--- src/rtl/tipi_pkg.sv ---
// tipi_pkg: shared register-select and FSM encodings for the TIPI RPi shift port.
package tipi_pkg;
  typedef enum logic [1:0] {REG_TD = 2'd0, REG_TC = 2'd1, REG_RD = 2'd2, REG_RC = 2'd3} reg_sel_t;
  typedef enum logic [1:0] {IDLE = 2'd0, SHIFT = 2'd1, COMMIT = 2'd2} state_t;
  localparam logic [3:0] FULL_CNT = 4'd8;
  function automatic logic [3:0] sat_inc(input logic [3:0] c);
    return (c == 4'hf) ? c : c + 4'd1;
  endfunction
endpackage

--- src/rtl/tipi_rpi_shift_if.sv ---
// tipi_rpi_shift_if: serial link between the Raspberry Pi and the TIPI shift port.
interface tipi_rpi_shift_if;
  logic       r_sclk;
  logic       r_le;
  logic [1:0] r_reg;
  logic       r_din;
  logic       r_dout;
  modport master (output r_sclk, r_le, r_reg, r_din, input r_dout);
  modport slave  (input r_sclk, r_le, r_reg, r_din, output r_dout);
endinterface

--- src/rtl/tipi_sync_edge.sv ---
// tipi_sync_edge: 2-flop synchronizer plus a history flop giving 1-cycle rise/fall pulses.
module tipi_sync_edge (
  input  logic clk,
  input  logic rst,
  input  logic d,
  output logic rise,
  output logic fall
);
  logic m_q, s_q, p_q;
  always_ff @(posedge clk or posedge rst)
    if (rst) {m_q, s_q, p_q} <= 3'b000;
    else     {m_q, s_q, p_q} <= {d, m_q, s_q};
  assign rise = s_q & ~p_q;
  assign fall = ~s_q & p_q;
endmodule

--- src/rtl/tipi_rpi_shift.sv ---
// tipi_rpi_shift: RPi-side serial access to the TIPI TD/TC/RD/RC latches, framed by r_le.
module tipi_rpi_shift
  import tipi_pkg::*;
(
  input  logic              clk,
  input  logic              rst,
  input  logic [7:0]        ti_d,
  input  logic [7:0]        ti_s,
  tipi_rpi_shift_if.slave   rpi,
  output logic [7:0]        rd_q,
  output logic [7:0]        rc_q,
  output logic              td_new,
  output logic              frame_err
);
  logic [7:0] tid_m_q, tid_s_q, tid_p_q, tis_m_q, tis_s_q;
  logic [1:0] reg_m_q, reg_s_q;
  logic       din_m_q, din_s_q;
  logic       sclk_rise, unused_sclk_fall, le_rise, le_fall;
  state_t     state_q, state_d;
  reg_sel_t   sel_q, sel_d;
  logic [7:0] sr_q, sr_d, rd_d, rc_d, load_val;
  logic [3:0] cnt_q, cnt_d;
  logic       td_new_q, td_new_d, frame_err_q, frame_err_d;
  logic       commit, full, is_wr;
  always_ff @(posedge clk or posedge rst)
    if (rst) begin
      {tid_m_q, tid_s_q, tid_p_q, tis_m_q, tis_s_q} <= '0;
      {reg_m_q, reg_s_q, din_m_q, din_s_q} <= '0;
    end else begin
      {tid_m_q, tid_s_q, tid_p_q} <= {ti_d, tid_m_q, tid_s_q};
      {tis_m_q, tis_s_q} <= {ti_s, tis_m_q};
      {reg_m_q, reg_s_q} <= {rpi.r_reg, reg_m_q};
      {din_m_q, din_s_q} <= {rpi.r_din, din_m_q};
    end
  tipi_sync_edge u_sclk (.clk(clk), .rst(rst), .d(rpi.r_sclk), .rise(sclk_rise), .fall(unused_sclk_fall));
  tipi_sync_edge u_le   (.clk(clk), .rst(rst), .d(rpi.r_le),   .rise(le_rise),   .fall(le_fall));
  always_ff @(posedge clk or posedge rst)
    if (rst) state_q <= IDLE;
    else     state_q <= state_d;
  always_comb
    state_d = state_q == IDLE  ? (le_rise ? SHIFT : IDLE) :
              state_q == SHIFT ? (le_fall ? COMMIT : SHIFT) : IDLE;
  assign load_val = reg_s_q == REG_TD ? tid_s_q :
                    reg_s_q == REG_TC ? tis_s_q :
                    reg_s_q == REG_RD ? rd_q : rc_q;
  assign commit = state_q == COMMIT;
  assign full   = cnt_q == FULL_CNT;
  assign is_wr  = sel_q == REG_RD || sel_q == REG_RC;
  always_comb begin
    sr_d  = sr_q;
    cnt_d = cnt_q;
    sel_d = sel_q;
    if (state_q == IDLE && le_rise) begin
      sr_d  = load_val;
      cnt_d = 4'd0;
      sel_d = reg_sel_t'(reg_s_q);
    end
    if (state_q == SHIFT && sclk_rise) begin
      sr_d  = {sr_q[6:0], din_s_q};
      cnt_d = sat_inc(cnt_q);
    end
    rd_d        = commit && sel_q == REG_RD && full ? sr_q : rd_q;
    rc_d        = commit && sel_q == REG_RC && full ? sr_q : rc_q;
    frame_err_d = commit && is_wr && !full ? 1'b1 :
                  commit && sel_q == REG_TC && full ? 1'b0 : frame_err_q;
    // a fresh TI write must never be lost to a coincident RPi acknowledge
    td_new_d    = (tid_s_q != tid_p_q) ||
                  (td_new_q && !(commit && sel_q == REG_TD && cnt_q != 4'd0));
  end
  always_ff @(posedge clk or posedge rst)
    if (rst) begin
      sr_q        <= '0;
      cnt_q       <= '0;
      sel_q       <= REG_TD;
      rd_q        <= '0;
      rc_q        <= '0;
      td_new_q    <= 1'b0;
      frame_err_q <= 1'b0;
    end else begin
      sr_q        <= sr_d;
      cnt_q       <= cnt_d;
      sel_q       <= sel_d;
      rd_q        <= rd_d;
      rc_q        <= rc_d;
      td_new_q    <= td_new_d;
      frame_err_q <= frame_err_d;
    end
  assign rpi.r_dout = sr_q[7];
  assign td_new     = td_new_q;
  assign frame_err  = frame_err_q;
endmodule

--- src/flat_wrapper.sv ---
// flat-port wrapper written by rule: the top's interface ports become plain ports
module tipi_rpi_shift_flat import tipi_pkg::*;
  (clk, rst, ti_d, ti_s, rd_q, rc_q, td_new, frame_err, rpi_r_sclk, rpi_r_le, rpi_r_reg, rpi_r_din, rpi_r_dout);
  tipi_rpi_shift_if rpi_i ();
  input  logic clk;
  input  logic rst;
  input  logic [7:0] ti_d;
  input  logic [7:0] ti_s;
  output logic [7:0] rd_q;
  output logic [7:0] rc_q;
  output logic td_new;
  output logic frame_err;
  input wire logic [$bits(rpi_i.r_sclk)-1:0] rpi_r_sclk;
  input wire logic [$bits(rpi_i.r_le)-1:0] rpi_r_le;
  input wire logic [$bits(rpi_i.r_reg)-1:0] rpi_r_reg;
  input wire logic [$bits(rpi_i.r_din)-1:0] rpi_r_din;
  output wire logic [$bits(rpi_i.r_dout)-1:0] rpi_r_dout;
  assign rpi_i.r_sclk = rpi_r_sclk;
  assign rpi_i.r_le = rpi_r_le;
  assign rpi_i.r_reg = rpi_r_reg;
  assign rpi_i.r_din = rpi_r_din;
  assign rpi_r_dout = rpi_i.r_dout;
  tipi_rpi_shift u_core (.clk(clk), .rst(rst), .ti_d(ti_d), .ti_s(ti_s), .rpi(rpi_i), .rd_q(rd_q), .rc_q(rc_q), .td_new(td_new), .frame_err(frame_err));
endmodule
--- config.mk ---
export PLATFORM = sky130hd
export DESIGN_NAME = tipi_rpi_shift_flat
export DESIGN_NICKNAME = d
export VERILOG_FILES = /design/src/rtl/tipi_pkg.sv /design/src/rtl/tipi_rpi_shift_if.sv /design/src/rtl/tipi_sync_edge.sv /design/src/rtl/tipi_rpi_shift.sv /design/src/flat_wrapper.sv
export SDC_FILE = /design/constraint.sdc
export NUM_CORES = 1
export LEC_CHECK = 0
export ABC_AREA = 1
export CAP_MARGIN = 20
export CORE_UTILIZATION = 54
export CTS_BUF_LIST = sky130_fd_sc_hd__clkbuf_16
export CTS_CLUSTER_DIAMETER = 60
export DETAILED_ROUTE_END_ITERATION = 12
export PLACE_DENSITY = 0.89
export SKIP_CTS_REPAIR_TIMING = 1
export SLEW_MARGIN = 20
export SYNTH_ARGS = -nofsm -noshare
export SYNTH_HDL_FRONTEND = slang
export SYNTH_SLANG_ARGS = --single-unit
--- constraint.sdc ---
create_clock -name clk -period 2.9 [get_ports clk]
set_input_delay 0.435 -clock clk [delete_from_list [all_inputs] [get_ports clk]]
set_output_delay 0.435 -clock clk [all_outputs]
set_load 0.05 [all_outputs]
==> results.sh <==
export IMPL_worst_r2r_setup_slack_ps=1190
export IMPL_seq_area_sq_um=2150
export IMPL_fin_skew_ps=5.58
export IMPL_setup_violations=0
export IMPL_dr_pass1_iters=5
export IMPL_min_path_type="flip-flop to flip-flop"
export IMPL_first_iter_violations=360
export IMPL_cp_cell_sequence="clkdlybuf4s50_1"
export IMPL_cp_max_fo=3
export IMPL_drc=0
export IMPL_via_count=2470
export IMPL_hold_viol=0
export IMPL_postLayoutCoreUtil_pct=69.6
export IMPL_clockBufferDepth=2
export IMPL_io_buffer_count=41
export IMPL_slowest_stage="clkdlybuf4s50_1"
export IMPL_fin_ws_ps=914
export IMPL_synth_seq_cells=86
export IMPL_synth_ff_type="dfrtp_1"
export IMPL_ys_seq_area_share_pct=64.1
export IMPL_reg2reg_from="u_core.reg_s_q[1]"
export IMPL_syn_inst=349
export IMPL_fin_crit_sh_pct=68.5
export IMPL_worstSetupStartpointType="flip-flop"
export IMPL_gp_congestion=0.861
export IMPL_grt_usage_pct=23.8
export IMPL_synth_edf_count=0
export IMPL_routed_wl_um=6820
export IMPL_finalNonFillerCells=476
export IMPL_grt_pass1_wl_um=11200
export IMPL_die_w_um=80.9
export IMPL_crit_family="buffers and inverters"
export IMPL_nFillCells=436
export IMPL_dp_cells=460
export IMPL_drive_above_1_share_pct=7.48
export IMPL_grt_pass1_vias=2399
export IMPL_rows=28
export IMPL_worstPathArrival_ps=1550
export IMPL_die_area_sq_um=6540
export IMPL_die_h_um=80.9
export IMPL_syn_cell_area_sq_um=3360
export IMPL_crit_buf_inv=1
export IMPL_synth_fp_nets=374
export IMPL_end_kind="primary output"
export IMPL_slew_viol_final=0
export IMPL_fin_setup_tns_ps=0
export IMPL_wl_per_cell_um=14.3
export IMPL_min_period_ps=1990
export IMPL_irDropWorstVdd_mv=0.484
export IMPL_hp_start="u_core.tid_m_q[7]"
export IMPL_grt_antenna_before_repair=0
export IMPL_pre_cts_ws_ps=1270
export IMPL_yosys_warnings=0
export IMPL_num_antenna_cells=0
export IMPL_r2r_end="u_core.sr_q[6]"
export IMPL_grt_overflow_total=0
export IMPL_numCtsBuffers=9
export IMPL_synthArstFlopShare_pct=100
export IMPL_worst_slew_pin_slew_ps=652
export IMPL_coreArea_sq_um=5960
export IMPL_hold_slack_ps=349
export IMPL_multi_input_area_sq_um=983
export IMPL_path_clk_slew_ps=60
export IMPL_status="finished clean"
export IMPL_viasPerCell=5.19
export IMPL_htreeDepth=3
export IMPL_synth_avg_cell_area_sq_um=9.63
export IMPL_max_freq_mhz=504
export IMPL_critical_path_required_ps=2470
export IMPL_min_to="u_core.tid_s_q[7]"
export IMPL_ios=42
export IMPL_cts_root_buf="clkbuf_16"
export IMPL_cts_sinks=86
export IMPL_cp_slowest_stage_delay_ps=830
export IMPL_power_density_nw_per_um2=720
export IMPL_path_class="flip-flop to primary output"
export IMPL_area_growth_pct=23.5
export IMPL_layout_common_cells="117 x nand2_1, 86 x dfrtp_1, 42 x nand3_1, 41 x clkdlybuf4s50_1, 35 x inv_1"
export IMPL_clkLatencyLatePin_ps=330
export IMPL_synth_cell_type_count=26
export IMPL_grt_max_degree=52
export IMPL_reg2reg_depth=6
export IMPL_layout_commonest_cell="nand2_1"
export IMPL_final_nets=421
export IMPL_slew_headroom_pct=56.5
export IMPL_cts_tree="built"
export IMPL_start_util_pct=56.4
export IMPL_rsz0062_at_grt="false"
export IMPL_whs_path_depth=0
export IMPL_hpwl_um=4530
export IMPL_max_cap_violations=0
export IMPL_antenna_left=0
export IMPL_power_leakage_nw=2.06
==> sequential cells by signal (all words and copies together), names as in the netlist, 2 cells and up <==
name,count
u_core.tis_s_q,8
u_core.reg_s_q,2
u_core.cnt_q,4
u_core.sr_q,8
u_core.tis_m_q,8
u_core.rc_q,8
u_core.reg_m_q,2
u_core.tid_s_q,8
u_core.tid_p_q,8
u_core.tid_m_q,8
u_core.sel_q,2
u_core.state_q,2
u_core.rd_q,8
==> worst reg2reg max path, stage by stage (launching register included) <==
cell,delay (ps)
dfrtp_1,670
inv_1,280
nand2_1,300
nand3_1,170
nand2_1,100
nand2_1,70
nand2_1,60
==> cell families (layout without fill, tap and decap cells) <==
family          after synthesis  count (layout)  synth area share [%]
compound gates               22              22                  3.39
flops                        86              86                  64.1
buf+inv                      54             106                  6.67
simple gates                181             181                  24.1
fa+ha+maj                     2               2                 0.745
xor+xnor                      4               4                  1.04
==> Yosys cell counts (3+ instances only) <==
| library cell | number | area, sq um |
|---|---|---|
| nand2_1 | 117 | 439 |
| dfrtp_1 | 86 | 2150 |
| inv_1 | 36 | 135 |
| xnor2_1 | 3 | 26.3 |
| o21ai_0 | 10 | 50.1 |
| nor2_1 | 10 | 37.5 |
| a21oi_1 | 6 | 30.0 |
| clkinv_1 | 8 | 30.0 |
| nand3_1 | 42 | 210 |
| o21ai_1 | 5 | 25.0 |
| nor2_4 | 3 | 33.8 |
==> metal layers <==
metal / vias up / routed length [um] / global-route usage, %
met5: - / 0 / 0
met4: 0 / 160 / 12.9
met3: 17 / 396 / 5.06
met2: 98 / 3450 / 37.6
met1: 1177 / 2810 / 30.8
li1: 1178 / - / -
==> how the worst max path moves through the flow <==
stage              startpoint         endpoint  cells past startpoint
2_1_floorplan             rst  u_core.cnt_q[0]                      1
3_3_place_gp   u_core.rc_q[4]          rc_q[4]                      1
3_5_place_dp   u_core.rc_q[4]          rc_q[4]                      1
4_1_cts        u_core.rc_q[4]          rc_q[4]                      1
5_1_grt        u_core.rc_q[4]          rc_q[4]                      1
6_report       u_core.rc_q[4]          rc_q[4]                      1
==> power breakdown <==
group          internal (W)  total (W)  switching (W)
Combinational      0.000152   0.000407       0.000255
Clock              0.000668    0.00113       0.000467
Sequential          0.00132    0.00144       0.000126
==> area by class of cell <==
type | instances | area share (%)
Clock buffer | 9 | 5.43
Clock inverter | 7 | 1.72
Inverter | 48 | 4.62
Multi-Input combinational cell | 209 | 23.7
Sequential cell | 86 | 51.9
Tap cell | 75 | 2.26
Timing Repair Buffer | 42 | 10.4
==> through the flow <==
step	power, W	instance area (sq um)
2_1_floorplan	0.00172	3360
3_3_place_gp	0.00183	3850
3_5_place_dp	0.00186	3850
4_1_cts	0.00299	4150
5_1_grt	0.00312	4150
6_report	0.00299	4150
Note: power is estimated with default switching activity, not from simulation.
